===== src/rtl/hazard_detect_id.sv =====
// ID-stage hazard detector: tracks issued writers in an EXE/MEM/WB shadow pipeline and stalls ID
// when a live source cannot be forwarded. Optional macro FORWARDING_EN selects the load-use-only build.
module hazard_detect_id #(
    parameter int REG_W = 4,
    parameter int CNT_W = 16
) (
    input  logic             clk,
    input  logic             rst,
    input  logic             valid_ID,
    input  logic [REG_W-1:0] src1_ID,
    input  logic [REG_W-1:0] src2_ID,
    input  logic [REG_W-1:0] ST_src_ID,
    input  logic             use_src2_ID,
    input  logic             use_ST_ID,
    input  logic [REG_W-1:0] dest_ID,
    input  logic             WB_EN_ID,
    input  logic             MEM_R_EN_ID,
    input  logic             flush,
    output logic             hazard_stall,
    output logic [15:0]      pending_mask,
    output logic [CNT_W-1:0] stall_cnt
);

    // Only the EXE entry needs the load flag; MEM/WB entries just describe the writer.
    typedef struct packed {
        logic             v;
        logic [REG_W-1:0] dest;
        logic             wb;
        logic             mr;
    } x_entry_t;

    typedef struct packed {
        logic             v;
        logic [REG_W-1:0] dest;
        logic             wb;
    } writer_t;

    x_entry_t x_q;
    writer_t  m_q;
    writer_t  w_q;

    logic [2:0] src_live;
    logic [2:0] hit_x;
    logic [2:0] src_blocked;
    logic       any_blocked;
    logic       issue;

    // Per-source comparison against the in-flight writers.
    always_comb begin
        src_live = {use_ST_ID, use_src2_ID, 1'b1};
        hit_x[0] = x_q.v & x_q.wb & (x_q.dest == src1_ID);
        hit_x[1] = x_q.v & x_q.wb & (x_q.dest == src2_ID);
        hit_x[2] = x_q.v & x_q.wb & (x_q.dest == ST_src_ID);
    end

`ifdef FORWARDING_EN
    // ALU results forward from EXE/MEM, so only a load still in EXE blocks its consumer.
    always_comb begin
        src_blocked = hit_x & {3{x_q.mr}};
    end
`else
    logic [2:0] hit_m;
    logic       unused_x_mr;

    // Without forwarding every RAW dependency on EXE or MEM must wait for writeback.
    always_comb begin
        hit_m[0]    = m_q.v & m_q.wb & (m_q.dest == src1_ID);
        hit_m[1]    = m_q.v & m_q.wb & (m_q.dest == src2_ID);
        hit_m[2]    = m_q.v & m_q.wb & (m_q.dest == ST_src_ID);
        src_blocked = hit_x | hit_m;
    end

    assign unused_x_mr = x_q.mr;
`endif

    always_comb begin
        any_blocked  = |(src_blocked & src_live);
        hazard_stall = valid_ID & ~flush & any_blocked;
        issue        = valid_ID & ~flush & ~any_blocked;
    end

    // WB is tracked only so the pending mask covers writers until the register file commits.
    always_comb begin
        pending_mask = '0;
        if (x_q.v && x_q.wb) pending_mask[x_q.dest] = 1'b1;
        if (m_q.v && m_q.wb) pending_mask[m_q.dest] = 1'b1;
        if (w_q.v && w_q.wb) pending_mask[w_q.dest] = 1'b1;
    end

    always_ff @(posedge clk) begin
        if (rst) begin
            x_q       <= '0;
            m_q       <= '0;
            w_q       <= '0;
            stall_cnt <= '0;
        end else begin
            w_q <= m_q;
            m_q <= '{v: x_q.v, dest: x_q.dest, wb: x_q.wb};
            if (issue) begin
                x_q <= '{v: 1'b1, dest: dest_ID, wb: WB_EN_ID, mr: MEM_R_EN_ID};
            end else begin
                x_q <= '0;
            end
            if (hazard_stall && (stall_cnt != '1)) begin
                stall_cnt <= stall_cnt + CNT_W'(1);
            end
        end
    end

endmodule

===== config.mk =====
export PLATFORM = sky130hd
export DESIGN_NAME = hazard_detect_id
export DESIGN_NICKNAME = d
export VERILOG_FILES = /design/src/rtl/hazard_detect_id.sv
export SDC_FILE = /design/constraint.sdc
export NUM_CORES = 1
export LEC_CHECK = 0
export BUFFER_PORTS_ARGS = -buffer_cell sky130_fd_sc_hd__buf_2
export CAP_MARGIN = 20
export CELL_PAD_IN_SITES_DETAIL_PLACEMENT = 0
export CELL_PAD_IN_SITES_GLOBAL_PLACEMENT = 1
export CORE_MARGIN = 8
export CORE_UTILIZATION = 39
export CTS_BUF_LIST = sky130_fd_sc_hd__clkbuf_4
export CTS_CLUSTER_DIAMETER = 30
export DETAILED_ROUTE_END_ITERATION = 16
export HOLD_SLACK_MARGIN = 0.03
export PLACE_DENSITY = 0.89
export SLEW_MARGIN = 20
export SYNTH_ARGS = -nofsm -noshare
export SYNTH_HDL_FRONTEND = slang
export SYNTH_SLANG_ARGS = --single-unit

===== constraint.sdc =====
create_clock -name clk -period 2.3 [get_ports clk]
set_input_delay 0.23 -clock clk [delete_from_list [all_inputs] [get_ports clk]]
set_output_delay 0.23 -clock clk [all_outputs]
set_load 0.01 [all_outputs]

# == Yosys cells after proc, flatten, opt, wreduce, memory -nomap -nowiden ==
# Cells that the tools add are included.
# word_totals
reg_bits,34
latch_bits,0
mem_bits_rw,0
rom_bits,0
in_bits,24
out_inout_bits,33
mem_count,0
# classes
addsub,1
mul,0
div_mod_pow,0
n_lt_le_gt_ge,6
n_eq_ne,7
shifts,0
mux,10
bitwise,18
reduce_logical,9
# ops
operator,n
$mux 16,3
$or 16x16->16,2
$eq 4x4->1,6
$add 16x1->16 const B,1
$ne 16x16->1 const B,1
$lt 4x5->1 const B,3
$demux 1 s4,3
$ge 4x1->1 const B,3
$and 1x1->1,11
$logic_and 1x1->1,7
$mux 7,1
$and 3x3->3,1
$mux 1,3
$not 1->1,3
$or 3x3->3,1
$reduce_or 3->1,1
$reduce_or 2->1,1

# == Depth between registers and ports, before layout ==
# Gate-level depths: netlist of the first run.
# depth
ltp_word,9
mapped_depth,9
ltp_nobuf,8

# == Least setup slack after synthesis of the first run ==
# OpenSTA, ideal clock, no wires.
# synth_timing
path_kind,register to register
start,reg x_q[3] in the netlist's numbering
end,reg stall_cnt[5]
arrival_ns,1.941
path_slack_ns,0.239
stages_incl_launch_ff,9
path_buffers,2
synth_period_minus_slack_ns,2.061
cell_sequence,dfxtp_1 -> buf_6 -> xor2_1 -> o41ai_2 -> nand3_2 -> and2_4 -> buf_6 -> nor4_1 -> mux2_2
# synth_between
elab_chain_len,7
# synth_lines
element,line,source
start: declaration,38,x_entry_t x_q;
start signal: assignment,100,"x_q <= '{v: 1'b1, dest: dest_ID, wb: WB_EN_ID, mr: MEM_R_EN_ID};"
"$eq 4x4->1, on equally long branches","51, 52, 53",
"$and 1x1->1, on equally long branches","51, 52, 53",
$or 3x3->3 *,70,src_blocked = hit_x | hit_m;
$and 3x3->3 *,77,any_blocked = |(src_blocked & src_live);
$reduce_or 3->1 *,77,
$and 1x1->1 *,78,hazard_stall = valid_ID & ~flush & any_blocked;
$logic_and 1x1->1 *,104,if (hazard_stall && (stall_cnt != '1)) begin
end signal: assignment,105,stall_cnt <= stall_cnt + CNT_W'(1);
end: declaration,21,output logic [CNT_W-1:0] stall_cnt
# Mark *: on every way between the ends. The rest lies on a longest branch, timed or not.
# A chain may end at the register's enable or synchronous reset.

# == Worst setup path in the final report of the first run ==
# layout_timing
start,reg m_q[1] in the netlist's numbering
end,reg stall_cnt[6]
# layout_between
elab_chain_len,7
# layout_lines
element,line,source
start: declaration,39,writer_t m_q;
start signal: assignment,98,"m_q <= '{v: x_q.v, dest: x_q.dest, wb: x_q.wb};"
"$eq 4x4->1, on equally long branches","67, 68, 69",
"$and 1x1->1, on equally long branches","67, 68, 69",
$or 3x3->3 *,70,
$and 3x3->3 *,77,
$reduce_or 3->1 *,77,
$and 1x1->1 *,78,
$logic_and 1x1->1 *,104,
# Marked as above.

==> metrics.yaml, run 1 <==
portBuffers: 55
p_total_mw: 1.014
tns_ns: 0
clock_latency_ns: 0.34
path_clk_slew_ns: 0.11
syn_to_final_growth_pct: 23.60
finalInstanceArea_um2: 2628
dp_hpwl_mm: 4.247
postRouteAntennaNets: 0
final_cells: 405
ys_ff_latch: 34
max_clock_freq_mhz: 448.0
antenna_found_initial: 0
crit_type: "reg2reg"
final_max_slew_viol_count: 0
worstPathArrival_ns: 2.51
ioPinCount: 57
fin_skew_ns: 0.01258
synth_cell_types: 38
drc: 0
die_w_um: 89.83
cts.path.max_buffers: 2
yosysWarnings: 0
worst_setup_path_start_kind: "flip-flop"
grt_pass1_vias: 2077
die_y_um: 89.83
worst_slew_pin_slew_ns: 0.6259
min_path_type: "in2reg"
syn_inst: 269
vias: 2117
initial_core_util: 0.3958
grt_max_degree: 37
wl_per_cell_um: 14.20
drtPass1Iterations: 4
syn-num-nets: 294
finish.utilization: 0.4892
fill_cells: 542
ir_drop_mv: 0.2654
cts_sinks: 34
nets: 357
period_share: 0.9705
place_ws_ns: 0.1010
postCtsHoldBufs: 0
finalHoldViolations: 0
n_antenna_cell: 0
finalSetupViolCount: 0
required_ns: 2.58
h-tree-depth: 2
crit_fanout: 10
coreArea_um2: 5371
vias_per_cell: 5.227
status: "completed"
dr.first_iter.drc_count: 95
avgSynthCellArea_um2: 7.903
grt_overflow_total: 0
dieArea_um2: 8069
grt_pass1_wl_mm: 9.411
cts_inserted_buffers: 5
synth_seq_area_share: 0.3202
synth_top_area_cell: "dfxtp_1"
leakagePower_nw: 1.113
final_layout_size_suffix_gt1_frac: 0.2943
fin_crit_ns: 2.232
gp_congestion: 0.8451
synthTopCellsByArea: "dfxtp_1 32%, nor2b_1 7.1%, nand2_1 5.8%"
synth_top_area_share: 0.3202
cts_tree: "yes"
dp.cells: 392
max_slew_margin: 0.5795
cap_violations: 0
clockRootBuffer: "clkbuf_4"
final.setup.worst_slack_ns: 0.06782
syn-cell-area_um2: 2126
powerDensity_nw_per_um2: 385.9
rsz0062_at_grt: "true"
wirelength_mm: 5.750
holdWs_ns: 0.09835
cp-end-kind: "flip-flop"
fp-row-count: 27
grt_usage: 0.1362
place_area_um2: 2489
==> kinds of logic after synthesis <==
logic type	synth area share
muxes	0.03119
and+or+nand+nor	0.3637
DFF	0.3202
AOI/OAI and AO/OA	0.1189
xor gates and xnor gates	0.1112
adders and majority gates	0.005885
buffers and inverters	0.04885
==> sequential cells by signal, summed over array words and instances, names as in the netlist <==
signal,flops
stall_cnt,16
w_q,6
x_q,6
m_q,6
==> power breakdown <==
| group | total [mW] | switching (mW) | internal (mW) |
|---|---|---|---|
| clock network | 0.315 | 0.201 | 0.114 |
| registers | 0.604 | 0.00912 | 0.595 |
| logic | 0.0953 | 0.0527 | 0.0427 |
==> Yosys cell counts, drive strengths merged <==
library cell  count
o41ai             1
nor4              6
nand2b            4
nor2             20
o21ai             4
xnor2            14
o31ai             7
mux2              5
nand4             4
o311ai            2
nand2            33
or3               2
o211ai            1
or2               1
xor2             13
ha                1
mux2i             1
a21oi             8
clkbuf            4
or4               7
and3              2
buf              11
inv               5
and4              1
nor2b            24
nor3b             4
a2111oi           1
nor3              6
and2              8
nand3            23
a22oi            12
dfxtp            34
==> layout by cell type, fill, tap and decap left out, types with 2 or more instances in the layout <==
cell type	n
inv_1	5
nand2_1	33
nor4_4	2
nor4_2	2
nand3_1	22
nor2b_1	24
nor2_1	20
xor2_1	13
dfxtp_2	5
clkbuf_4	5
dfxtp_1	29
nor3b_1	3
mux2_2	5
xnor2_1	14
o21ai_0	4
and3_1	2
nand4_1	4
o31ai_1	7
a22oi_1	12
o311ai_0	2
nor4_1	2
a21oi_1	8
or3_1	2
buf_4	14
and2_1	7
or4_1	7
and2_2	2
nor3_1	5
buf_2	55
nand2b_1	4
==> layer usage <==
layer  up-vias  global-route usage  share of wire
met1       980              0.1689           0.47
met4         0             0.04513          0.013
met5         -                   0              0
li1       1067                   -              -
met3        10             0.03574          0.048
met2        60              0.2221           0.46
==> final cells by class <==
cell class              instances  area, um^2  area share
multi-input cells             217        1398      0.5319
well taps                      72       90.09     0.03429
clock inverters                 3       16.27    0.006190
clock buffers                   5       37.54     0.01429
inverters                       5       18.77    0.007143
flip-flops and latches         34       686.9      0.2614
repair buffers                 69       380.4      0.1448
==> critical path, stage by stage (launching register included) <==
cell and delay [ns]:
dfxtp_1 0.46, xnor2_1 0.15, nand3_1 0.12, nor3_2 0.29
nor4_4 0.11, buf_4 0.15, and2_2 0.24, or4_1 0.52
a21oi_1 0.14
==> repair_timing <==
| item | in CTS | in global routing |
|---|---|---|
| buffers inserted | 0 | 3 |
| gates resized for setup | 0 | 11 |
| setup endpoints to repair | 0 | 4 |
| endpoints found under the hold margin | 0 | 0 |
==> path summary, 6_finish.rpt <==
check,startpoint,to,slack (ns),cells after the start
worst max-delay path,m_q[1],stall_cnt[6],0.07,8
worst min-delay path,WB_EN_ID,x_q[1],0.1,2
worst max register to register,m_q[1],stall_cnt[6],0.07,8
worst min register to register,m_q[5],w_q[5],0.49,1
No activity file was read; power rests on OpenSTA's default activity.
==> run 2, diff against run 1 <==
--- a/config.mk
+++ b/config.mk
@@ -10,12 +10,11 @@
 export CELL_PAD_IN_SITES_DETAIL_PLACEMENT = 0
 export CELL_PAD_IN_SITES_GLOBAL_PLACEMENT = 1
 export CORE_MARGIN = 8
-export CORE_UTILIZATION = 39
-export CTS_BUF_LIST = sky130_fd_sc_hd__clkbuf_4
+export CORE_UTILIZATION = 38
 export CTS_CLUSTER_DIAMETER = 30
 export DETAILED_ROUTE_END_ITERATION = 16
 export HOLD_SLACK_MARGIN = 0.03
-export PLACE_DENSITY = 0.89
+export PLACE_DENSITY = 0.87
 export SLEW_MARGIN = 20
 export SYNTH_ARGS = -nofsm -noshare
 export SYNTH_HDL_FRONTEND = slang
==> run 2 against run 1 <==
  * Combinational power grew 1%
  * Cell count rose by 0.74%
  * Utilization increased by 0.77 points
  * Non-clock buffer count increased by 4
  * Design area rose by 2.9%
  * Clock-buffer cell count unchanged
  * Worst setup slack gained 0.028 ns
  * Flip-flop and latch count unchanged
  * Register-to-register slack improved by 0.03 ns
  * Largest power group unchanged
  * Hold slack improved by 0.043 ns
  * Power up 23%
==> metrics.yaml, run 2 (same netlist as run 1, synthesis figures left out) <==
status: "completed"
met3_length_um: 296  # +6.5%
mostFrequentLayoutCell: "buf_2"
final_cells: 408  # +0.74%
tns_ns: 0  # unchanged
clockRootBuffer: "clkbuf_8"
grt_overflow_total: 0  # unchanged
antenna_found_initial: 0  # unchanged
fin_crit_ns: 2.204  # -0.02839 ns
h-tree-depth: 2  # unchanged
clock_latency_ns: 0.29  # -0.05 ns
path_cells: "xnor2_2 > nand2_1 > o41ai_2 > nand3_2 > and2_4 > buf_4 > or4_4 > a21oi_2"
ioPinCount: 57  # unchanged
gp_congestion: 0.8890  # +5.2%
worst_path_max_delay_cell: "or4_4"
wl_met1_mm: 2.647  # -3.0%
finalSetupViolCount: 0  # unchanged
finalHoldViolations: 0  # unchanged
required_ns: 2.52  # -0.06 ns
grt_usage: 0.1324  # -0.003826
min_path_type: "in2reg"
holdWs_ns: 0.1418  # +0.04343 ns
drtPass1Iterations: 4  # unchanged
dieArea_um2: 8244  # +2.2%
p_total_mw: 1.248  # +23%
place_ws_ns: 0.1295  # +0.02852 ns
die_y_um: 90.80  # +1.1%
crit_type: "reg2reg"
postRouteAntennaNets: 0  # unchanged
routed.top_layer: "met4"
worst_setup_path_start_kind: "flip-flop"
vias_per_cell: 5.218  # -0.17%
drc: 0  # unchanged
cts.path.max_buffers: 2  # unchanged
ir_drop_mv: 0.3751  # +41%
path_clk_slew_ns: 0.08  # -0.03 ns
nets: 360  # +0.84%
fp-row-count: 27  # unchanged
route.met2.wl_mm: 2.581  # -3.4%
worstPathArrival_ns: 2.43  # -0.08 ns
largest_register_ffs: 16  # unchanged
cts_sinks: 34  # unchanged
slowest_delay_ns: 0.52  # about the same
vias: 2129  # +0.57%
crit_fanout: 7  # -3
final.setup.worst_slack_ns: 0.09620  # +0.02839 ns
dr.first_iter.drc_count: 105  # +11%
largest-register: "stall_cnt"
cts_inserted_buffers: 5  # unchanged
mostFrequentLayoutCells: "55 x buf_2, 33 x nand2_1, 30 x dfxtp_1"
n_antenna_cell: 0  # unchanged
die_w_um: 90.80  # +1.1%
cts_tree: "yes"
final_max_slew_viol_count: 0  # unchanged
dp_hpwl_mm: 4.169  # -1.8%
leakagePower_nw: 1.151  # +3.4%
syn_to_final_growth_pct: 27.13
period_share: 0.9582  # -0.01234
coreArea_um2: 5439  # +1.3%
cp-end-kind: "flip-flop"
worst_slew_pin_slew_ns: 0.6363  # +0.01038 ns
cap_violations: 0  # unchanged
powerDensity_nw_per_um2: 461.9  # +20%
portBuffers: 55  # unchanged
grt_pass1_wl_mm: 9.280  # -1.4%
initial_core_util: 0.3908  # -0.004916
final_layout_size_suffix_gt1_frac: 0.3095  # +0.01523
max_slew_margin: 0.5758  # -0.003708
fill_cells: 552  # +1.8%
fin_skew_ns: 0.01074  # -0.001839 ns
grt_pass1_vias: 2011  # -3.2%
wl_per_cell_um: 13.83  # -2.6%
max_clock_freq_mhz: 453.8  # +1.3%
wirelength_mm: 5.644  # -1.8%
grt_max_degree: 37  # unchanged
dp.cells: 392  # unchanged
==> run 2: changes by cell type in the layout (fill, tap and decap cells not counted), moves of 3 or more <==
cell	change
a21oi_1	-3
clkbuf_4	-5
buf_4	+4
a21oi_2	+3
clkbuf_8	+5
==> run 2: final cells by class <==
class	instances	area, um^2	area share
timing repair buffer	73	410.4	0.1519
clock buffer	5	68.82	0.02546
clock inverter	3	45.04	0.01667
tap	72	90.09	0.03333
inverter	5	18.77	0.006944
multi-input combinational	216	1381	0.5111
sequential	34	688.2	0.2546
==> run 2: worst paths after layout <==
kind	slack [ns]	cells after the start	end	start
max	0.1	8	stall_cnt[10]	x_q[4]
min	0.14	2	x_q[1]	WB_EN_ID
max reg2reg	0.1	8	stall_cnt[10]	x_q[4]
min reg2reg	0.46	1	w_q[5]	m_q[5]
==> run 2: worst max-delay path: cells and delay by family (launching register included) <==
kind	cells	cell delay, ns
xor+xnor	1	0.13
flops	1	0.36
buf+inv	1	0.15
simple gates	4	0.98
compound gates	2	0.52
==> run 2: metal layers <==
layer,vias up,global-route usage
met5,-,0
met2,62,0.2119
met4,0,0.05321
met3,14,0.03574
li1,1071,-
met1,982,0.1635
==> run 2: where the power goes <==
part,internal (mW),switching [mW]
sequential,0.594,0.00854
clock,0.322,0.227
combinational,0.0449,0.0514
==> run 2: repair_timing <==
item / in CTS / in global routing
endpoints found under the setup margin: 0 / 8
setup buffers: 0 / 7
hold buffers: 0 / 0
resized for setup: 0 / 15
==> run 2: metrics by stage <==
| step | utilization | instance area, um^2 |
|---|---|---|
| 4_1_cts | 0.4785 | 2603 |
| 3_5_place_dp | 0.4576 | 2489 |
| 6_report | 0.4969 | 2703 |
| 2_1_floorplan | - | 2126 |
| 3_3_place_gp | 0.4576 | 2489 |
| 5_1_grt | 0.4969 | 2703 |
==> run 3, diff against run 2 <==
--- a/config.mk
+++ b/config.mk
@@ -9,6 +9,7 @@
 export CAP_MARGIN = 20
 export CELL_PAD_IN_SITES_DETAIL_PLACEMENT = 0
 export CELL_PAD_IN_SITES_GLOBAL_PLACEMENT = 1
+export CORE_ASPECT_RATIO = 0.8
 export CORE_MARGIN = 8
 export CORE_UTILIZATION = 38
 export CTS_CLUSTER_DIAMETER = 30
==> constraint.sdc (replaced) <==
create_clock -name clk -period 2.2 [get_ports clk]
set_input_delay 0.22 -clock clk [delete_from_list [all_inputs] [get_ports clk]]
set_output_delay 0.22 -clock clk [all_outputs]
set_load 0.01 [all_outputs]
==> run 3 against run 2 <==
  * Clock power rose by 29%
  * Die area grew 0.18%
  * Largest cell class unchanged
  * Critical path depth decreased by 1
  * Cell count rose by 2.7%
  * Non-clock buffer count grew 4
  * Clock skew fell by 0.0034 ns
  * Global-route usage up 0.96 points
  * Combinational power up 12%
  * Clock-buffer cell count grew 1
  * Hold slack worse by 0.0046 ns
  * Via count grew 3.9%
  * Register-to-register slack about the same
  * Highest routed layer unchanged
==> metrics.yaml, run 3 (same netlist as run 1, synthesis figures left out) <==
status: "completed"
rsz0062_at_grt: "true"
cts_inserted_buffers: 5  # unchanged
cts.path.max_buffers: 2  # unchanged
period_share: 0.9577
postRouteAntennaNets: 0  # unchanged
dr.first_iter.drc_count: 83  # -21%
ioPinCount: 57  # unchanged
finalSetupViolCount: 0  # unchanged
vias_per_cell: 5.277  # +1.1%
clockRootBuffer: "clkbuf_8"
antenna_found_initial: 0  # unchanged
worstPathArrival_ns: 1.89  # -0.54 ns
mostFrequentLayoutCells: "55 x buf_2, 32 x nand2_1, 29 x dfxtp_1"
holdWs_ns: 0.1372  # -0.004596 ns
nets: 365  # +1.4%
finalHoldViolations: 0  # unchanged
fill_cells: 529  # -4.2%
multi_input_area_um2: 1428  # +3.4%
ir_drop_mv: 0.4614  # +23%
n_antenna_cell: 0  # unchanged
largest_register_ffs: 16  # unchanged
gp_congestion: 0.8740  # -1.7%
largest-register: "stall_cnt"
die_w_um: 99.62  # +9.7%
die_y_um: 82.90  # -8.7%
wirelength_mm: 6.188  # +9.6%
regArea_um2: 689.4  # +0.18%
grt_usage: 0.1419  # +0.009587
path_clk_slew_ns: 0.07  # about the same
powerDensity_nw_per_um2: 513.2  # +11%
max_slew_margin: 0.5691  # -0.006686
grt_pass1_vias: 2139  # +6.4%
cp-end-kind: "output pin"
grt_max_degree: 37  # unchanged
worst_slew_pin_slew_ns: 0.6463  # +0.01003 ns
place_area_um2: 2564  # +3.0%
fp-row-count: 24  # -11%
finish.utilization: 0.5182  # +0.02129
vias: 2211  # +3.9%
coreArea_um2: 5435  # about the same
required_ns: 1.98  # -0.54 ns
cap_violations: 0  # unchanged
fin_skew_ns: 0.007352  # -0.003387 ns
drtPass1Iterations: 4  # unchanged
grt_overflow_total: 0  # unchanged
portBuffers: 55  # unchanged
leakagePower_nw: 1.230  # +6.9%
mostFrequentLayoutCell: "buf_2"
initial_core_util: 0.3911  # about the same
crit_fanout: 6  # -1
syn_to_final_growth_pct: 32.49
postCtsHoldBufs: 0  # unchanged
wl_per_cell_um: 14.77  # +6.8%
fin_crit_ns: 2.107
clock_latency_ns: 0.28  # about the same
cts_tree: "yes"
final_max_slew_viol_count: 0  # unchanged
min_path_type: "in2reg"
dp_hpwl_mm: 4.565  # +9.5%
worst_setup_path_start_kind: "flip-flop"
grt_pass1_wl_mm: 10.03  # +8.1%
drc: 0  # unchanged
dieArea_um2: 8259  # +0.18%
dp.cells: 407  # +3.8%
crit_type: "reg2out"
finalInstanceArea_um2: 2816  # +4.2%
max_clock_freq_mhz: 474.6
final_cells: 419  # +2.7%
h-tree-depth: 2  # unchanged
final_layout_size_suffix_gt1_frac: 0.3284  # +0.01892
cts_sinks: 34  # unchanged
==> run 3: cell count changes in the layout (fill, tap and decap cells not counted), sizes merged <==
cell,change
clkinvlp,-2
bufinv,+1
and2,+1
clkbuf,+1
buf,+4
==> run 3: power breakdown <==
part	internal, mW	total (mW)	switching (mW)	leakage [nW]
registers	0.621	0.631	0.00973	0.277
logic	0.0491	0.108	0.0586	0.882
clock network	0.483	0.707	0.224	0.0714
total	1.15	1.45	0.292	1.23
==> run 3: final timing paths <==
kind	to	slack, ns	from	cells after the start
setup / recovery	hazard_stall	0.09	x_q[4]	7
hold / removal	x_q[4]	0.14	dest_ID[2]	2
setup reg to reg	stall_cnt[4]	0.10	m_q[2]	7
hold reg to reg	w_q[5]	0.49	m_q[5]	1
==> run 3: routing by layer <==
metal	GRT usage	share of wire
met3	0.04167	0.075
met1	0.1907	0.49
met2	0.2168	0.43
met4	0.03155	0.0055
met5	0	0
==> run 3: repair_timing <==
action / 4_1_cts / 5_1_grt
endpoints found under the hold margin: 0 / 0
cloned: 0 / 2
pin swaps: 0 / 9
endpoints found under the setup margin: 1 / 9
setup buffers: 0 / 2
gates resized for setup: 1 / 20
==> run 3: through the flow <==
step	power (mW)	setup WS, ns	TNS [ns]
after global routing	1.496	-0.03881	-0.1018
after CTS	1.449	0.02938	0
after detailed placement	0.7447	0.01604	0
final	1.445	0.09305	0
after floorplan	0.7018	0.1386	0
after global placement	0.7429	0.07212	0
==> run 3: final cells by class <==
type / count / share of cell area
repair buffers: 77 / 0.1564
inverters: 5 / 0.006664
clock buffers: 6 / 0.02932
flip-flops and latches: 34 / 0.2448
multi-input cells: 217 / 0.5069
well taps: 78 / 0.03465
clock inverters: 2 / 0.02132
==> run 3: critical path: stages (launching register included) <==
cell and delay, ns:
dfxtp_4 0.37, xnor2_2 0.14, nand2_2 0.08, o41ai_4 0.37
nand3_2 0.16, and2_4 0.23, nor2_1 0.10, buf_2 0.14
